**src/rtl/alu_pkg.sv**
```systemverilog
// Shared opcodes, data types, FSM and datapath-mode encodings for alu_seq.
package alu_pkg;
  localparam logic [3:0] DT_SIGNED   = 4'h1;
  localparam logic [3:0] DT_UNSIGNED = 4'h2;

  localparam logic [4:0] OP_ADD = 5'h01;
  localparam logic [4:0] OP_SUB = 5'h02;
  localparam logic [4:0] OP_MUL = 5'h03;
  localparam logic [4:0] OP_DIV = 5'h04;

  typedef enum logic [1:0] {IDLE, CALC, FIX, DONE} state_e;
  typedef enum logic {MODE_MUL, MODE_DIV} mode_e;
endpackage

```
**src/rtl/alu_if.sv**
```systemverilog
// Command/result bundle between the command parser (master) and the ALU (slave).
interface alu_if #(parameter int WIDTH = 16);
  logic [3:0]         dtype;
  logic [4:0]         operator;
  logic [WIDTH-1:0]   src1;
  logic [WIDTH-1:0]   src2;
  logic               start;
  logic               busy;
  logic               alu_done;
  logic [2*WIDTH-1:0] calc_res;
  logic [WIDTH-1:0]   calc_rem;
  logic               err;

  modport master (
    output dtype, operator, src1, src2, start,
    input  busy, alu_done, calc_res, calc_rem, err
  );

  modport slave (
    input  dtype, operator, src1, src2, start,
    output busy, alu_done, calc_res, calc_rem, err
  );
endinterface

```
**src/rtl/alu_iter_core.sv**
```systemverilog
// One-bit-per-step magnitude datapath: shift-add multiply or restoring divide.
// Operands captured on load; each step retires one bit; no backpressure.
module alu_iter_core
  import alu_pkg::*;
#(
  parameter int WIDTH = 16
) (
  input  logic               clk,
  input  logic               rst,
  input  logic               load,
  input  logic               step,
  input  mode_e              mode,
  input  logic [WIDTH-1:0]   a,
  input  logic [WIDTH-1:0]   b,
  output logic [2*WIDTH-1:0] prod,
  output logic [WIDTH-1:0]   quot,
  output logic [WIDTH-1:0]   rem
);
  logic [WIDTH-1:0] hi_q, hi_d, lo_q, lo_d, b_q, b_d;
  mode_e            mode_q, mode_d;
  logic [WIDTH:0]   sum, shifted, diff;
  logic             ge;

  // hi:lo is the product accumulator for mul, remainder:quotient for div.
  always_comb begin
    sum     = {1'b0, hi_q} + {1'b0, {WIDTH{lo_q[0]}} & b_q};
    shifted = {hi_q, lo_q[WIDTH-1]};
    diff    = shifted - {1'b0, b_q};
    ge      = (shifted >= {1'b0, b_q});
    hi_d    = hi_q;
    lo_d    = lo_q;
    b_d     = b_q;
    mode_d  = mode_q;
    if (load) begin
      hi_d   = '0;
      lo_d   = a;
      b_d    = b;
      mode_d = mode;
    end else if (step) begin
      if (mode_q == MODE_MUL) begin
        hi_d = sum[WIDTH:1];
        lo_d = {sum[0], lo_q[WIDTH-1:1]};
      end else begin
        hi_d = ge ? diff[WIDTH-1:0] : shifted[WIDTH-1:0];
        lo_d = {lo_q[WIDTH-2:0], ge};
      end
    end
  end

  always_ff @(posedge clk or posedge rst) begin
    if (rst) begin
      hi_q   <= '0;
      lo_q   <= '0;
      b_q    <= '0;
      mode_q <= MODE_MUL;
    end else begin
      hi_q   <= hi_d;
      lo_q   <= lo_d;
      b_q    <= b_d;
      mode_q <= mode_d;
    end
  end

  assign prod = {hi_q, lo_q};
  assign quot = lo_q;
  assign rem  = hi_q;
endmodule

```
**src/rtl/alu_seq.sv**
```systemverilog
// Sequential signed/unsigned add/sub/mul/div with busy/done handshake and held results.
// add/sub/error: done 1 cycle after start; mul/div: WIDTH+2; start ignored unless IDLE.
module alu_seq
  import alu_pkg::*;
#(
  parameter int WIDTH = 16,
  parameter int CNT_W = $clog2(WIDTH + 1)
) (
  input  logic  clk,
  input  logic  rst,
  alu_if.slave  bus
);
  state_e             state_q, state_d;
  logic [CNT_W-1:0]   cnt_q, cnt_d;
  logic [3:0]         dtype_q, dtype_d;
  logic [4:0]         op_q, op_d;
  logic [WIDTH-1:0]   src1_q, src1_d, src2_q, src2_d;
  logic [2*WIDTH-1:0] res_q, res_d;
  logic [WIDTH-1:0]   rem_q, rem_d;
  logic               err_q, err_d, busy_q, busy_d, done_q, done_d;

  logic               in_signed, in_legal, lat_signed, neg_res, neg_rem;
  logic [2*WIDTH-1:0] ext1, ext2, quot_ext, prod_fix, quot_fix;
  logic [WIDTH-1:0]   mag1, mag2, rem_fix;
  logic               core_load, core_step;
  mode_e              core_mode;
  logic [2*WIDTH-1:0] core_prod;
  logic [WIDTH-1:0]   core_quot, core_rem;

  alu_iter_core #(.WIDTH(WIDTH)) u_core (
    .clk  (clk),
    .rst  (rst),
    .load (core_load),
    .step (core_step),
    .mode (core_mode),
    .a    (mag1),
    .b    (mag2),
    .prod (core_prod),
    .quot (core_quot),
    .rem  (core_rem)
  );

  always_comb begin
    in_signed = (bus.dtype == DT_SIGNED);
    in_legal  = ((bus.dtype == DT_SIGNED) || (bus.dtype == DT_UNSIGNED)) &&
                (bus.operator >= OP_ADD) && (bus.operator <= OP_DIV);
    ext1      = {{WIDTH{in_signed & bus.src1[WIDTH-1]}}, bus.src1};
    ext2      = {{WIDTH{in_signed & bus.src2[WIDTH-1]}}, bus.src2};
    // Most-negative maps to itself, which reads correctly as an unsigned magnitude.
    mag1      = (in_signed && bus.src1[WIDTH-1]) ? -bus.src1 : bus.src1;
    mag2      = (in_signed && bus.src2[WIDTH-1]) ? -bus.src2 : bus.src2;
    core_mode = (bus.operator == OP_DIV) ? MODE_DIV : MODE_MUL;

    lat_signed = (dtype_q == DT_SIGNED);
    neg_res    = lat_signed & (src1_q[WIDTH-1] ^ src2_q[WIDTH-1]);
    neg_rem    = lat_signed & src1_q[WIDTH-1];
    prod_fix   = neg_res ? -core_prod : core_prod;
    // Negating at 2*WIDTH keeps most-negative / -1 as a positive quotient.
    quot_ext   = {{WIDTH{1'b0}}, core_quot};
    quot_fix   = neg_res ? -quot_ext : quot_ext;
    rem_fix    = neg_rem ? -core_rem : core_rem;
  end

  always_comb begin
    state_d   = state_q;
    cnt_d     = cnt_q;
    dtype_d   = dtype_q;
    op_d      = op_q;
    src1_d    = src1_q;
    src2_d    = src2_q;
    res_d     = res_q;
    rem_d     = rem_q;
    err_d     = err_q;
    core_load = 1'b0;
    core_step = 1'b0;
    case (state_q)
      IDLE: begin
        if (bus.start) begin
          dtype_d = bus.dtype;
          op_d    = bus.operator;
          src1_d  = bus.src1;
          src2_d  = bus.src2;
          res_d   = '0;
          rem_d   = '0;
          err_d   = 1'b0;
          state_d = DONE;
          if (!in_legal) begin
            err_d = 1'b1;
          end else begin
            case (bus.operator)
              OP_ADD: res_d = ext1 + ext2;
              OP_SUB: res_d = ext1 - ext2;
              OP_MUL: begin
                state_d   = CALC;
                cnt_d     = '0;
                core_load = 1'b1;
              end
              OP_DIV: begin
                if (bus.src2 == '0) begin
                  err_d = 1'b1;
                  res_d = '1;
                  rem_d = bus.src1;
                end else begin
                  state_d   = CALC;
                  cnt_d     = '0;
                  core_load = 1'b1;
                end
              end
              default: err_d = 1'b1;
            endcase
          end
        end
      end
      CALC: begin
        core_step = 1'b1;
        cnt_d     = cnt_q + CNT_W'(1);
        if (cnt_q == CNT_W'(WIDTH - 1)) state_d = FIX;
      end
      FIX: begin
        state_d = DONE;
        if (op_q == OP_DIV) begin
          res_d = quot_fix;
          rem_d = rem_fix;
        end else begin
          res_d = prod_fix;
        end
      end
      DONE:    state_d = IDLE;
      default: state_d = IDLE;
    endcase
    busy_d = (state_d == CALC) || (state_d == FIX);
    done_d = (state_d == DONE);
  end

  always_ff @(posedge clk or posedge rst) begin
    if (rst) begin
      state_q <= IDLE;
      cnt_q   <= '0;
      dtype_q <= '0;
      op_q    <= '0;
      src1_q  <= '0;
      src2_q  <= '0;
      res_q   <= '0;
      rem_q   <= '0;
      err_q   <= 1'b0;
      busy_q  <= 1'b0;
      done_q  <= 1'b0;
    end else begin
      state_q <= state_d;
      cnt_q   <= cnt_d;
      dtype_q <= dtype_d;
      op_q    <= op_d;
      src1_q  <= src1_d;
      src2_q  <= src2_d;
      res_q   <= res_d;
      rem_q   <= rem_d;
      err_q   <= err_d;
      busy_q  <= busy_d;
      done_q  <= done_d;
    end
  end

  assign bus.busy     = busy_q;
  assign bus.alu_done = done_q;
  assign bus.calc_res = res_q;
  assign bus.calc_rem = rem_q;
  assign bus.err      = err_q;
endmodule

```
**src/flat_wrapper.sv**
```systemverilog
// flat-port wrapper written by rule: the top's interface ports become plain ports
module alu_seq_flat import alu_pkg::*;
#(
  parameter int WIDTH = 16,
  parameter int CNT_W = $clog2(WIDTH + 1)
)
  (clk, rst, bus_dtype, bus_operator, bus_src1, bus_src2, bus_start, bus_busy, bus_alu_done, bus_calc_res, bus_calc_rem, bus_err);
  alu_if #(.WIDTH(WIDTH)) bus_i ();
  input  logic clk;
  input  logic rst;
  input wire logic [$bits(bus_i.dtype)-1:0] bus_dtype;
  input wire logic [$bits(bus_i.operator)-1:0] bus_operator;
  input wire logic [$bits(bus_i.src1)-1:0] bus_src1;
  input wire logic [$bits(bus_i.src2)-1:0] bus_src2;
  input wire logic [$bits(bus_i.start)-1:0] bus_start;
  output wire logic [$bits(bus_i.busy)-1:0] bus_busy;
  output wire logic [$bits(bus_i.alu_done)-1:0] bus_alu_done;
  output wire logic [$bits(bus_i.calc_res)-1:0] bus_calc_res;
  output wire logic [$bits(bus_i.calc_rem)-1:0] bus_calc_rem;
  output wire logic [$bits(bus_i.err)-1:0] bus_err;
  assign bus_i.dtype = bus_dtype;
  assign bus_i.operator = bus_operator;
  assign bus_i.src1 = bus_src1;
  assign bus_i.src2 = bus_src2;
  assign bus_i.start = bus_start;
  assign bus_busy = bus_i.busy;
  assign bus_alu_done = bus_i.alu_done;
  assign bus_calc_res = bus_i.calc_res;
  assign bus_calc_rem = bus_i.calc_rem;
  assign bus_err = bus_i.err;
  alu_seq #(.WIDTH(WIDTH), .CNT_W(CNT_W)) u_core (.clk(clk), .rst(rst), .bus(bus_i));
endmodule
```
**config.mk**
```make
export PLATFORM = sky130hd
export DESIGN_NAME = alu_seq_flat
export DESIGN_NICKNAME = d
export VERILOG_FILES = /design/src/rtl/alu_pkg.sv /design/src/rtl/alu_if.sv /design/src/rtl/alu_iter_core.sv /design/src/rtl/alu_seq.sv /design/src/flat_wrapper.sv
export SDC_FILE = /design/constraint.sdc
export NUM_CORES = 1
export LEC_CHECK = 0
export BUFFER_PORTS_ARGS = -buffer_cell sky130_fd_sc_hd__buf_2
export CORE_MARGIN = 2
export CORE_UTILIZATION = 55
export CTS_BUF_LIST = sky130_fd_sc_hd__clkbuf_8
export DETAILED_ROUTE_END_ITERATION = 16
export PLACE_DENSITY = 0.73
export SYNTH_ARGS = -nofsm -noshare
export SYNTH_HDL_FRONTEND = slang
export SYNTH_SLANG_ARGS = --single-unit
```
**constraint.sdc**
```tcl
create_clock -name clk -period 4.3 [get_ports clk]
set_input_delay 0.645 -clock clk [delete_from_list [all_inputs] [get_ports clk]]
set_output_delay 0.645 -clock clk [all_outputs]
set_load 0.005 [all_outputs]
```
======== Word level (Yosys, flattened, before mapping) ========
Index checks and enable logic that the tools add are counted.
storage, ports and cells
  register bits ........................... 148
  latch bits .............................. 0
  bits in writable memories ............... 0
  ROM bits ................................ 0
  input port bits ......................... 44
  output and inout bits ................... 51
  logic and storage cells ................. 115
  memories ................................ 0
cells by class
  $add $sub $neg .......................... 10
  multiply operators ...................... 0
  divide/modulo/power cells ............... 0
  $lt $le $gt $ge ......................... 3
  eq/ne operators ......................... 20
  shift operators ......................... 0
  mux-type cells .......................... 45
  bitwise gates (word level) .............. 6
  reductions and logical operators ........ 16
operators by type and width
  cell                                                                    number
  16-bit two-way mux                                                      15
  32-bit two-way mux                                                      6
  32-bit one-hot mux with 3 select lines                                  1
  32-bit one-hot mux with 2 select lines                                  1
  16-bit negation                                                         3
  16-bit negation with 32-bit output                                      1
  32-bit negation                                                         1
  16-bit one-hot mux with 2 select lines                                  1
  5-bit one-hot mux with 2 select lines                                   2
  17-bit by 17-bit adder with 18-bit output                               1
  17-bit by 17-bit subtractor with 18-bit output                          1
  16-bit by 16-bit adder with 17-bit output                               1
  17-bit by 16-bit >= comparator with 1-bit output                        1
  16-bit bitwise AND                                                      1
  16-bit logical NOT                                                      1
  16-bit subtractor                                                       1
  5-bit two-way mux                                                       3
  5-bit by 2-bit equality test with 1-bit output (second input constant)  2
  5-bit by 3-bit equality test with 1-bit output (second input constant)  2
  2-bit equality test (second input constant)                             4
  4-bit by 1-bit equality test with 1-bit output (second input constant)  2
  1-bit two-way mux                                                       8
  2-bit two-way mux                                                       4
  2-bit one-hot mux with 4 select lines                                   1
  23 further kinds                                                        36

======== Longest topological paths before layout ========
Gate-level depths: netlist of run 1.
  depth in word-level cells ............... 9
  depth in mapped cells ................... 16
  gate-level depth less buffers ........... 16

======== Hierarchy ========
From an unflattened synthesis of run 1, not the netlist that was laid out.
unflattened totals
  cell total of the unflattened synthesis .. 1322
  area, all modules ....................... 10679.0 µm²
by module, submodules not included
  module         times used  cells an instance  area an instance (µm²)  seq. area each (µm²)
  alu_seq        1           800                6381.1                  1726.7
  alu_iter_core  1           522                4297.9                  1226.2

======== Worst setup path before layout of run 1 ========
OpenSTA, ideal clock, no wires.
  path type ............................... input port to flip-flop
  start ................................... in bus_src2[0]
  end ..................................... reg u_core.res_q[18] (netlist: u_core.bus.calc_res[18])
  library setup time ...................... 143 ps
  arrival ................................. 3717 ps
  required time ........................... 4157 ps
  setup slack ............................. 440 ps
  stages on the path ...................... 15
  buffers on the path ..................... 0
  path through ............................ inv_1 ha_1 or3b_4 or4b_4 nor3_1 a21oi_1 xnor2_1 ha_1 and2_1 nand4_1 o21ai_0 a41oi_1 mux2i_1 o21ai_1 nand3_1
between the ends
  word-level cells in the longest chain between the ends .. 6
  elaborated cells between the ends (all ways) .. 8
  those cells by class .................... add/sub: 2; mux: 5; reduce/logical: 1
ends and longest elaborated chain
  what                                                                                                    RTL line            RTL
  start: declaration                                                                                      flat_wrapper.sv:14  input wire logic [$bits(bus_i.src2)-1:0] bus_src2;
  parallel branches: the longest is 2 deep, another holds 17-bit by 17-bit subtractor with 18-bit output  -
  32-bit one-hot mux with 3 select lines (*)                                                              alu_seq.sv:90       case (bus.operator)
  32-bit two-way mux (*)                                                                                  alu_seq.sv:87       if (!in_legal) begin
  32-bit two-way mux (*)                                                                                  alu_seq.sv:78       if (bus.start) begin
  32-bit one-hot mux with 2 select lines (*)                                                              alu_seq.sv:76       case (state_q)
  end signal: assignment                                                                                  alu_seq.sv:155      res_q <= res_d;
  end: declaration                                                                                        alu_seq.sv:18       logic [2*WIDTH-1:0] res_q, res_d;
Mark *: on every way between the ends. The select of a mux whose other input is x is not followed.
A chain may end at the register's enable or synchronous reset.

======== Worst setup path after layout of run 1 ========
  start ................................... in bus_src2[1]
  end ..................................... reg u_core.res_q[25] (netlist: u_core.bus.calc_res[25])
The elaborated chain is that of the path after synthesis.

==> impl_metrics.json, run 1 <==
{
  "via_per_inst": 6.34,
  "slew_headroom_pct": 24.4,
  "wirelength_um": 31300,
  "setup_viol": 0,
  "place_hpwl_um": 23300,
  "status": "finished, final reports clean",
  "cts_tree": "built",
  "synth-xor-area-share_pct": 9.60,
  "synth_top_cell_area_share_pct": 30.2,
  "seq_area_sq_um": 2950,
  "ir_worst_vdd_v": 0.000428,
  "final_cells": 1548,
  "synth_cell_types": 70,
  "synth_compound_area_share_pct": 23.6,
  "path_cells": "buf_2 > inv_1 > ha_1 > or3b_4 > nand2b_1 > nor3_1 > nor2_1 > xnor2_1 > ha_1 > a21o_1 > a21o_1 > nor2_1 > a21oi_1 > a41oi_1 > mux2i_1 > nor2_1 > a31oi_1",
  "top_usage_layer": "met2",
  "io_buffers": 94,
  "die-area_sq_um": 18800,
  "placed_cells": 1516,
  "place.gp.congestion": 0.971,
  "fmaxAchievable_mhz": 252,
  "synthArstFlopShare_pct": 100,
  "drtIter0Drc": 967,
  "cts_hold_buf": 0,
  "cts_sinks": 118,
  "drv_cap": 0,
  "track_usage_pct": 34.1,
  "clockBufferDepth": 2,
  "leakage_nw": 4.81,
  "cts_setup_buffers": 0,
  "power_density_nw_per_um2": 659,
  "syn_area_sq_um": 9770,
  "synth_top_family_by_area": "compound AO/OA/AOI/OAI gates",
  "synth.area.top_cells": "dfrtp_1 (30%), ha_1 (7.3%), a21oi_1 (6.4%)",
  "area_growth_pct": 11.9,
  "cts_resized": 0,
  "use_met1_pct": 45.7,
  "arrival_ps": 4280,
  "grt_max_degree": 64,
  "rsz0062_at_grt": "no",
  "synth-simple-area-share_pct": 20.7,
  "floorplan.initialDensity_pct": 56.3,
  "period_share_pct": 92.3,
  "cp-start-kind": "primary input",
  "path_clk_slew_ps": 80,
  "cts_made_buffers": 17,
  "critical_path.top_delay_family": "simple AND/OR/NAND/NOR gates",
  "core_area_sq_um": 17400,
  "clk-insertion-delay-late_ps": 470,
  "h-tree-depth": 4,
  "tightest_slew_ps": 1130,
  "ant_nets": 0,
  "synth_seq_cells": 118,
  "period_minus_slack_ps": 3970,
  "rows": 48,
  "gr-total-overflow": 0,
  "hold_violations": 0,
  "yosysTopAreaCell": "dfrtp_1",
  "synth_edf_count": 0,
  "critPathRequiredTime_ps": 4610,
  "netlist_instances": 1238,
  "drive_gt1_share_pct": 13.8,
  "synthAdderAreaFrac_pct": 7.92,
  "synth_seq_area_share_pct": 30.2,
  "met2_usage_pct": 53.5,
  "ys.flop_type": "dfrtp_1",
  "synth_nets": 1342,
  "die_h_um": 137,
  "num_vias": 9819,
  "cp.buffers_inverters": 2,
  "grt_pass1_vias": 9099,
  "grt_first_pass_wirelength_um": 48700,
  "slew_violations": 0,
  "cpMostUsedCell": "nor2_1",
  "finClkSkew_ps": 13.5,
  "fillers": 1555,
  "use_met3_pct": 7.10,
  "crit_type": "in -> reg",
  "fin_area_sq_um": 10900,
  "ys_warn_count": 0,
  "cp_max_fo": 7,
  "synth_mux_area_share_pct": 3.66,
  "antenna_found_initial": 0,
  "multi_input_area_sq_um": 6420,
  "cpMaxStageDelayCell": "nor2_1",
  "wl_per_cell_um": 20.2,
  "cp-end-kind": "flip-flop",
  "num-nets-final": 1414,
  "critPathMaxStageDelay_ps": 570,
  "min_path_type": "in -> async",
  "postSynthAreaPerCell_sq_um": 7.89,
  "diodes": 0,
  "io_pins": 95,
  "cts-root-buf": "clkbuf_8",
  "drcViolationCount": 0,
  "die_x_um": 137,
  "placed_area_sq_um": 10500,
  "first_pass_iters": 6
}
-- logic make-up after synthesis --
group | Yosys count
AO/OA/AOI/OAI | 366
XOR/XNOR | 107
adder cells (fa/ha/maj) | 60
buffers and inverters | 111
flip-flops | 118
multiplexers | 35
AND/OR/NAND/NOR | 441
-- area by class of cell --
cell class / instances / share of cell area, %
Tap cell: 225 / 2.58
Clock inverter: 15 / 1.73
Inverter: 42 / 1.47
Timing Repair Buffer: 122 / 6.34
Sequential cell: 118 / 27.0
Multi-Input combinational cell: 1009 / 58.7
Clock buffer: 17 / 2.14
-- stage by stage --
step	worst slack [ps]	power [mW]	utilization, %	setup TNS, ps	hold WS, ps
after floorplan	440	4.82	-	0	438
after global placement	16.1	5.92	60.5	0	460
after detailed placement	-36.5	6.01	60.5	-60.9	465
after CTS	425	7.16	63.0	0	329
after global routing	127	7.78	63.0	0	358
final	331	7.21	63.0	0	301
-- state kept, by name, summed over array words and instances, names as in the netlist --
name	flops
u_core.bus.alu_done	1
u_core.bus.err	1
u_core.u_core.b_q	16
u_core.u_core.mode_q	1
u_core.bus.calc_res	32
u_core.cnt_q	5
u_core.bus.calc_rem	16
u_core.state_q	2
u_core.u_core.quot	16
u_core.u_core.rem	16
u_core.src2_q	1
u_core.bus.busy	1
u_core.op_q	5
u_core.dtype_q	4
u_core.src1_q	1
-- where the power goes --
group | switching (mW) | internal [mW] | total [mW]
Combinational | 2.31 | 1.65 | 3.96
Clock | 0.497 | 0.624 | 1.12
Sequential | 0.548 | 1.57 | 2.12
Total | 3.36 | 3.85 | 7.21
-- worst paths after layout --
check | start | endpoint | slack, ps | cells past startpoint
hold / removal | rst | u_core.bus.calc_res[23] | 300 | 2
setup / recovery | bus_src2[1] | u_core.bus.calc_res[25] | 330 | 17
hold reg to reg | u_core.dtype_q[2] | u_core.dtype_q[2] | 480 | 2
setup reg to reg | u_core.u_core.rem[9] | u_core.u_core.rem[12] | 740 | 10
min in group clk | bus_dtype[3] | u_core.dtype_q[3] | 430 | 3
max in group asynchronous | rst | u_core.u_core.b_q[3] | 3180 | 3
-- worst register-to-register path, cell delays in order, from the launching register on --
cell and delay, ps:
dfrtp_1 570, ha_1 390, a21oi_1 220, o21ai_0 250
or3_1 410, a31oi_1 190, o31a_1 550, buf_4 330
mux2i_1 210, nor2_1 60, a221o_1 260
-- per-layer routing --
layer	vias up	wire length (um)
li1	4592	-
met1	4654	13200
met2	502	14200
met3	71	2770
met4	0	1080
met5	-	0
-- cell usage in the layout, fill, tap and decap left out, drive strengths merged, types with 8 or more instances in the layout --
master / count
a211oi: 9
a21o: 14
a21oi: 124
a221oi: 17
a22oi: 14
a31oi: 16
buf: 122
clkbuf: 17
clkinv: 8
dfrtp: 118
ha: 57
inv: 43
mux2i: 29
nand2: 143
nand2b: 10
nand3: 31
nor2: 150
nor2b: 9
nor3: 27
nor4: 11
o211ai: 13
o21a: 16
o21ai: 80
o221ai: 10
o31ai: 10
or3: 17
xnor2: 46
xor2: 61
-- synthesized netlist by cell type, types with 17 or more instances --
cell type	count
nand2_1	143
clkbuf_1	61
mux2i_1	29
a21oi_1	124
dfrtp_1	118
inv_1	41
ha_1	57
o21ai_0	78
nor2_1	146
xnor2_1	46
xor2_1	61
a221oi_1	17
nor3_1	27
nand3_1	31
No activity file was read; power rests on OpenSTA's default activity.
==> run 2, diff against run 1 <==
Settings changed: ABC_AREA set to 1, PLACE_DENSITY 0.73 to 0.72.
==> run 2 against run 1 <==
  * Cell count is 35% higher
  * Clock power about the same
  * Area after synthesis rose by 12%
  * Non-clock buffer count decreased by 12
  * Via count increased by 22%
  * Critical endpoint is now u_core.bus.calc_res[18]
  * Cell area increased by 9.7%
  * Sequential share of layout area decreased by 2.4 points
  * Clock skew up 11 ps
  * Global-route usage rose by 2.6 points
  * Utilization decreased by 1.4 points
  * Highest routed layer unchanged
==> impl_metrics.json, run 2 <==
{
  "setup_viol": 0,
  "place_hpwl_um": 29300,
  "synth_top_cell_area_share_pct": 27.1,
  "arrival_ps": 3610,
  "fillers": 1905,
  "min_path_type": "in -> async",
  "yosys-top-cells-count": "nand2_1 (487), inv_1 (197), nor2_1 (184)",
  "cp-end-kind": "flip-flop",
  "slew_headroom_pct": 35.4,
  "ys.flop_type": "dfrtp_1",
  "drt-met1-wl_um": 16200,
  "num-nets-final": 1917,
  "synth_seq_area_share_pct": 27.1,
  "core_area_sq_um": 19500,
  "reg2reg_depth": 10,
  "slew_violations": 0,
  "drive_gt1_share_pct": 10.6,
  "cp_max_fo": 15,
  "synth_cell_types": 48,
  "critPathMaxStageDelay_ps": 360,
  "synth_seq_cells": 118,
  "synth.area.top_cells": "dfrtp_1 (27%), nand2_1 (17%), nand3_1 (8.0%)",
  "synth_nets": 1842,
  "cts-root-buf": "clkbuf_8",
  "crit_type": "in -> reg",
  "grt_max_degree": 57,
  "largest_register_ff_count": 32,
  "final_common_cell": "nand2_1",
  "drtIter0Drc": 1176,
  "die_h_um": 145,
  "finClkSkew_ps": 25.0,
  "cts_sinks": 118,
  "path_cells": "buf_2 > inv_1 > ha_1 > nand4_1 > inv_1 > nand3_2 > nor2_1 > xor2_1 > nand2_1 > o21ai_0 > ha_1 > nand2_1 > nor2_1 > inv_1 > nor2_1 > nand4_1 > inv_1 > nor2_1 > nand2_1 > nand2_1 > nand2_1 > nand2_1 > nand2_2 > nand3_1",
  "die-area_sq_um": 21000,
  "floorplan.initialDensity_pct": 56.1,
  "clk-insertion-delay-late_ps": 460,
  "wl_per_cell_um": 18.0,
  "antenna_found_initial": 0,
  "syn_area_sq_um": 10900,
  "power_density_nw_per_um2": 600,
  "cts_resized": 0,
  "tns_ps": 0,
  "first_pass_iters": 6,
  "ir_worst_vdd_v": 0.000290,
  "cts_setup_buffers": 0,
  "synthArstFlopShare_pct": 100,
  "period_minus_slack_ps": 3300,
  "wl_met3_um": 3760,
  "num_vias": 12000,
  "yosysMostFrequentCell": "nand2_1",
  "cts_made_buffers": 17,
  "grt_pass1_vias": 10800,
  "dp_slack_ps": 566,
  "cts_tree": "built",
  "grt_first_pass_wirelength_um": 58400,
  "io_pins": 95,
  "leakage_nw": 6.22,
  "cpMostUsedCell": "nand2_1",
  "synth_edf_count": 0,
  "final_cell_mix": "nand2_1 (487), inv_1 (197), nor2_1 (182), nand3_1 (174), o21ai_0 (131)",
  "rows": 51,
  "drcViolationCount": 0,
  "drv_cap": 0,
  "area_growth_pct": 9.87,
  "cp-start-kind": "primary input",
  "wirelength_um": 37600,
  "hold_violations": 0,
  "track_usage_pct": 36.6,
  "period_share_pct": 76.8,
  "path_clk_slew_ps": 80,
  "gr-total-overflow": 0,
  "postSynthAreaPerCell_sq_um": 6.28,
  "highest_layer": "met4",
  "cts_hold_buf": 0,
  "cpMaxStageDelayCell": "ha_1",
  "ant_nets": 0,
  "place.gp.congestion": 0.997,
  "tightest_slew_ps": 962,
  "diodes": 0,
  "clockBufferDepth": 2,
  "rsz0062_at_grt": "no",
  "h-tree-depth": 4,
  "netlist_instances": 1738,
  "critPathRequiredTime_ps": 4610,
  "met2_length_um": 16200,
  "status": "finished, final reports clean",
  "die_x_um": 145,
  "via_per_inst": 5.73,
  "yosysTopAreaCell": "dfrtp_1",
  "ys_warn_count": 0,
  "setup_ws_ps": 997,
  "io_buffers": 94,
  "fmaxAchievable_mhz": 303
}
## run 2: worst max-delay path, delay by kind of cell
family | cells | cell delay (ps)
AO/OA/AOI/OAI | 1 | 80
adder cells (fa/ha/maj) | 2 | 580
AND/OR/NAND/NOR | 15 | 1700
XOR/XNOR | 1 | 110
buffers and inverters | 5 | 470
## run 2: worst paths after layout
check	startpoint	to	slack, ps
max	bus_src2[0]	u_core.bus.calc_res[18]	1000
min	rst	u_core.cnt_q[3]	290
max reg2reg	u_core.u_core.rem[7]	u_core.u_core.rem[9]	1310
min reg2reg	u_core.dtype_q[3]	u_core.dtype_q[3]	490
max in group asynchronous	rst	u_core.bus.calc_res[7]	3100
min in group clk	bus_dtype[2]	u_core.dtype_q[2]	410
## run 2: final cells by class
class                           count  area, sq um  share of cell area, %
Clock buffer                       17          234                   1.95
Clock inverter                     15          180                   1.50
Inverter                          209          787                   6.56
Multi-Input combinational cell   1357         6920                   57.7
Sequential cell                   118         2950                   24.6
Tap cell                          265          332                   2.77
Timing Repair Buffer              110          591                   4.92
## run 2: logic make-up after synthesis
group / Yosys count / share of synthesized area (%)
simple gates: 938 / 37.0
compound gates: 315 / 15.7
buf+inv: 263 / 9.63
flops: 118 / 27.1
fa+ha+maj: 60 / 7.08
xor+xnor: 42 / 3.37
mux: 2 / 0.183
## run 2: metrics by stage
stage	hold WS [ps]	total power [mW]	std cells	area (sq um)	utilization, %
after detailed placement	467	6.00	2059	11600	59.5
after global placement	455	5.93	2059	11600	59.5
after CTS	319	7.11	2091	12000	61.6
after global routing	346	7.82	2091	12000	61.6
after floorplan	443	4.72	1738	10900	-
final	291	7.19	2091	12000	61.6
## run 2: metal layers
layer,vias to the layer above,GRT usage (%)
li1,5842,-
met1,5444,51.3
met2,600,56.6
met3,96,6.25
met4,0,13.9
met5,-,0
## run 2: report_power, final
| part | total [mW] | internal [mW] | leakage [nW] | switching, mW |
|---|---|---|---|---|
| Combinational | 3.97 | 1.40 | 4.57 | 2.58 |
| Sequential | 2.12 | 1.57 | 1.44 | 0.550 |
| Clock | 1.10 | 0.576 | 0.208 | 0.524 |
==> run 3, diff against run 2 <==
Settings changed: ABC_AREA 1 to 0, PLACE_DENSITY 0.72 to 0.73.
Clock period 4.3 ns to 3.3 ns, I/O delays scaled along.
==> run 3 against run 2 <==
  * Clock-buffer cell count is the same
  * Cell count fell by 20%
  * First-iteration DRC count shrank 1.0%
  * Die area down 10%
  * Hold slack worse by 230 ps
  * Via count down 13%
  * Routed wire length down 12%
==> impl_metrics.json, run 3 (synthesis gave the netlist of run 1 again) <==
{
  "tightest_slew_ps": 1170,
  "diodes": 0,
  "slew_violations": 0,
  "io_pins": 95,
  "track_usage_pct": 35.6,
  "cp-start-kind": "primary input",
  "reg2reg_from": "u_core.u_core.quot[15]",
  "floorplan.initialDensity_pct": 56.3,
  "fmaxAchievable_mhz": 309,
  "holdWs_ps": 61.9,
  "finClkSkew_ps": 17.4,
  "cts_made_buffers": 17,
  "r2r_setup_slack_ps": 230,
  "crit_type": "in -> reg",
  "period_minus_slack_ps": 3230,
  "clk-insertion-delay-late_ps": 480,
  "drive_gt1_share_pct": 23.6,
  "place.gp.congestion": 1.02,
  "cts_hold_buf": 0,
  "die-area_sq_um": 18800,
  "hold_violations": 0,
  "ant_nets": 0,
  "grt_max_degree": 64,
  "drv_cap": 0,
  "grt_first_pass_wirelength_um": 51200,
  "power_density_nw_per_um2": 823,
  "slew_headroom_pct": 22.0,
  "cts_tree": "built",
  "wirelength_um": 33100,
  "final_util_pct": 70.2,
  "cp_max_fo": 3,
  "area_growth_pct": 24.8,
  "cts_sinks": 118,
  "largest_register_ff_count": 32,
  "final_common_cell": "buf_4",
  "first_pass_iters": 7,
  "min_path_type": "in -> async",
  "die_x_um": 137,
  "io_buffers": 94,
  "place_hpwl_um": 25500,
  "drtIter0Drc": 1164,
  "via_per_inst": 6.25,
  "cp-end-kind": "flip-flop",
  "placed_cells": 1640,
  "h-tree-depth": 4,
  "reg2reg_depth": 13,
  "tns_ps": 0,
  "drcViolationCount": 0,
  "status": "finished, final reports clean",
  "rsz0062_at_grt": "yes",
  "core_area_sq_um": 17400,
  "gr-total-overflow": 0,
  "ir_worst_vdd_v": 0.000561,
  "antenna_found_initial": 0,
  "finalPower_mw": 10.0,
  "final_cell_mix": "buf_4 (148), nor2_1 (144), nand2_1 (143), a21oi_1 (120), dfrtp_1 (118)",
  "clockBufferDepth": 2,
  "num_vias": 10500,
  "wl_per_cell_um": 19.8,
  "period_share_pct": 98.0,
  "setup_viol": 0,
  "grt_pass1_vias": 9698,
  "leakage_nw": 5.50,
  "final_cells": 1675,
  "die_h_um": 137,
  "fillers": 1454,
  "cts-root-buf": "clkbuf_8",
  "arrival_ps": 3570,
  "num-nets-final": 1541,
  "rows": 48,
  "r2r_end": "u_core.u_core.rem[14]",
  "critPathRequiredTime_ps": 3630,
  "path_clk_slew_ps": 90
}
[run 3: changes by cell type in the layout (fill, tap and decap cells not counted), moves of 27 or more]
| cell | change |
|---|---|
| nand3_1 | -147 |
| xnor2_1 | +34 |
| buf_4 | +132 |
| nand2_1 | -344 |
| inv_1 | -159 |
| xor2_1 | +31 |
| nor2_1 | -38 |
| o21ai_0 | -56 |
| mux2i_1 | +27 |
[run 3: routing by layer]
| layer | vias up | global-route usage (%) | wire, um |
|---|---|---|---|
| li1 | 4844 | - | - |
| met1 | 4920 | 47.5 | 13600 |
| met2 | 568 | 55.7 | 15200 |
| met3 | 138 | 7.58 | 2890 |
| met4 | 0 | 15.9 | 1490 |
| met5 | - | 0 | 0 |
[run 3: per-stage QoR]
| stage | worst slack [ps] | cell area [sq um] |
|---|---|---|
| finish | 65.0 | 12200 |
| global route | -65.5 | 12200 |
| CTS | 33.4 | 12000 |
| detailed placement | -586 | 11600 |
| global placement | -556 | 11600 |
| floorplan | -202 | 9850 |
[run 3: timing repair]
item                                    in CTS  in global routing
gates resized for setup                      5                 30
endpoints found under the setup margin      18                 25
hold endpoints to repair                     0                  0
setup buffers                                0                  3
pin swaps                                    2                  4
[run 3: how the worst max path moves through the flow]
stage | startpoint | to | slack, ps | cells after the start
after global routing | bus_src2[1] | u_core.bus.calc_res[30] | -70 | 18
after global placement | bus_src2[1] | u_core.bus.calc_res[18] | -560 | 17
after floorplan | bus_src2[1] | u_core.bus.calc_res[17] | -200 | 15
after CTS | bus_src2[1] | u_core.bus.calc_res[25] | 30 | 17
final | bus_operator[2] | u_core.bus.calc_res[9] | 70 | 17
after detailed placement | bus_src2[1] | u_core.bus.calc_res[28] | -590 | 17
[run 3: power breakdown]
part / switching [mW] / internal (mW)
Sequential: 0.659 / 2.05
Clock: 0.735 / 0.764
Combinational: 3.28 / 2.54
Total: 4.67 / 5.35
[run 3: area by class of cell]
class                           instances  area (sq um)  share of cell area [%]
Tap cell                              225           282                    2.31
Clock buffer                           17           234                    1.92
Sequential cell                       118          2950                    24.2
Clock inverter                         15           194                    1.59
Timing Repair Buffer                  249          1740                    14.3
Inverter                               42           179                    1.47
Multi-Input combinational cell       1009          6600                    54.2
[run 3: worst max-delay path, cell delays in order]
cell      delay (ps)
buf_2            100
nand2b_1         160
buf_4            140
nor4_2           150
buf_4            180
mux2i_1          180
buf_4            150
ha_1             210
nor2b_1          140
o2111a_1         270
buf_4            150
nor3_1           260
o21bai_1         120
a21oi_1          190
xnor2_1          120
a221oi_1         410
o21ai_0          130
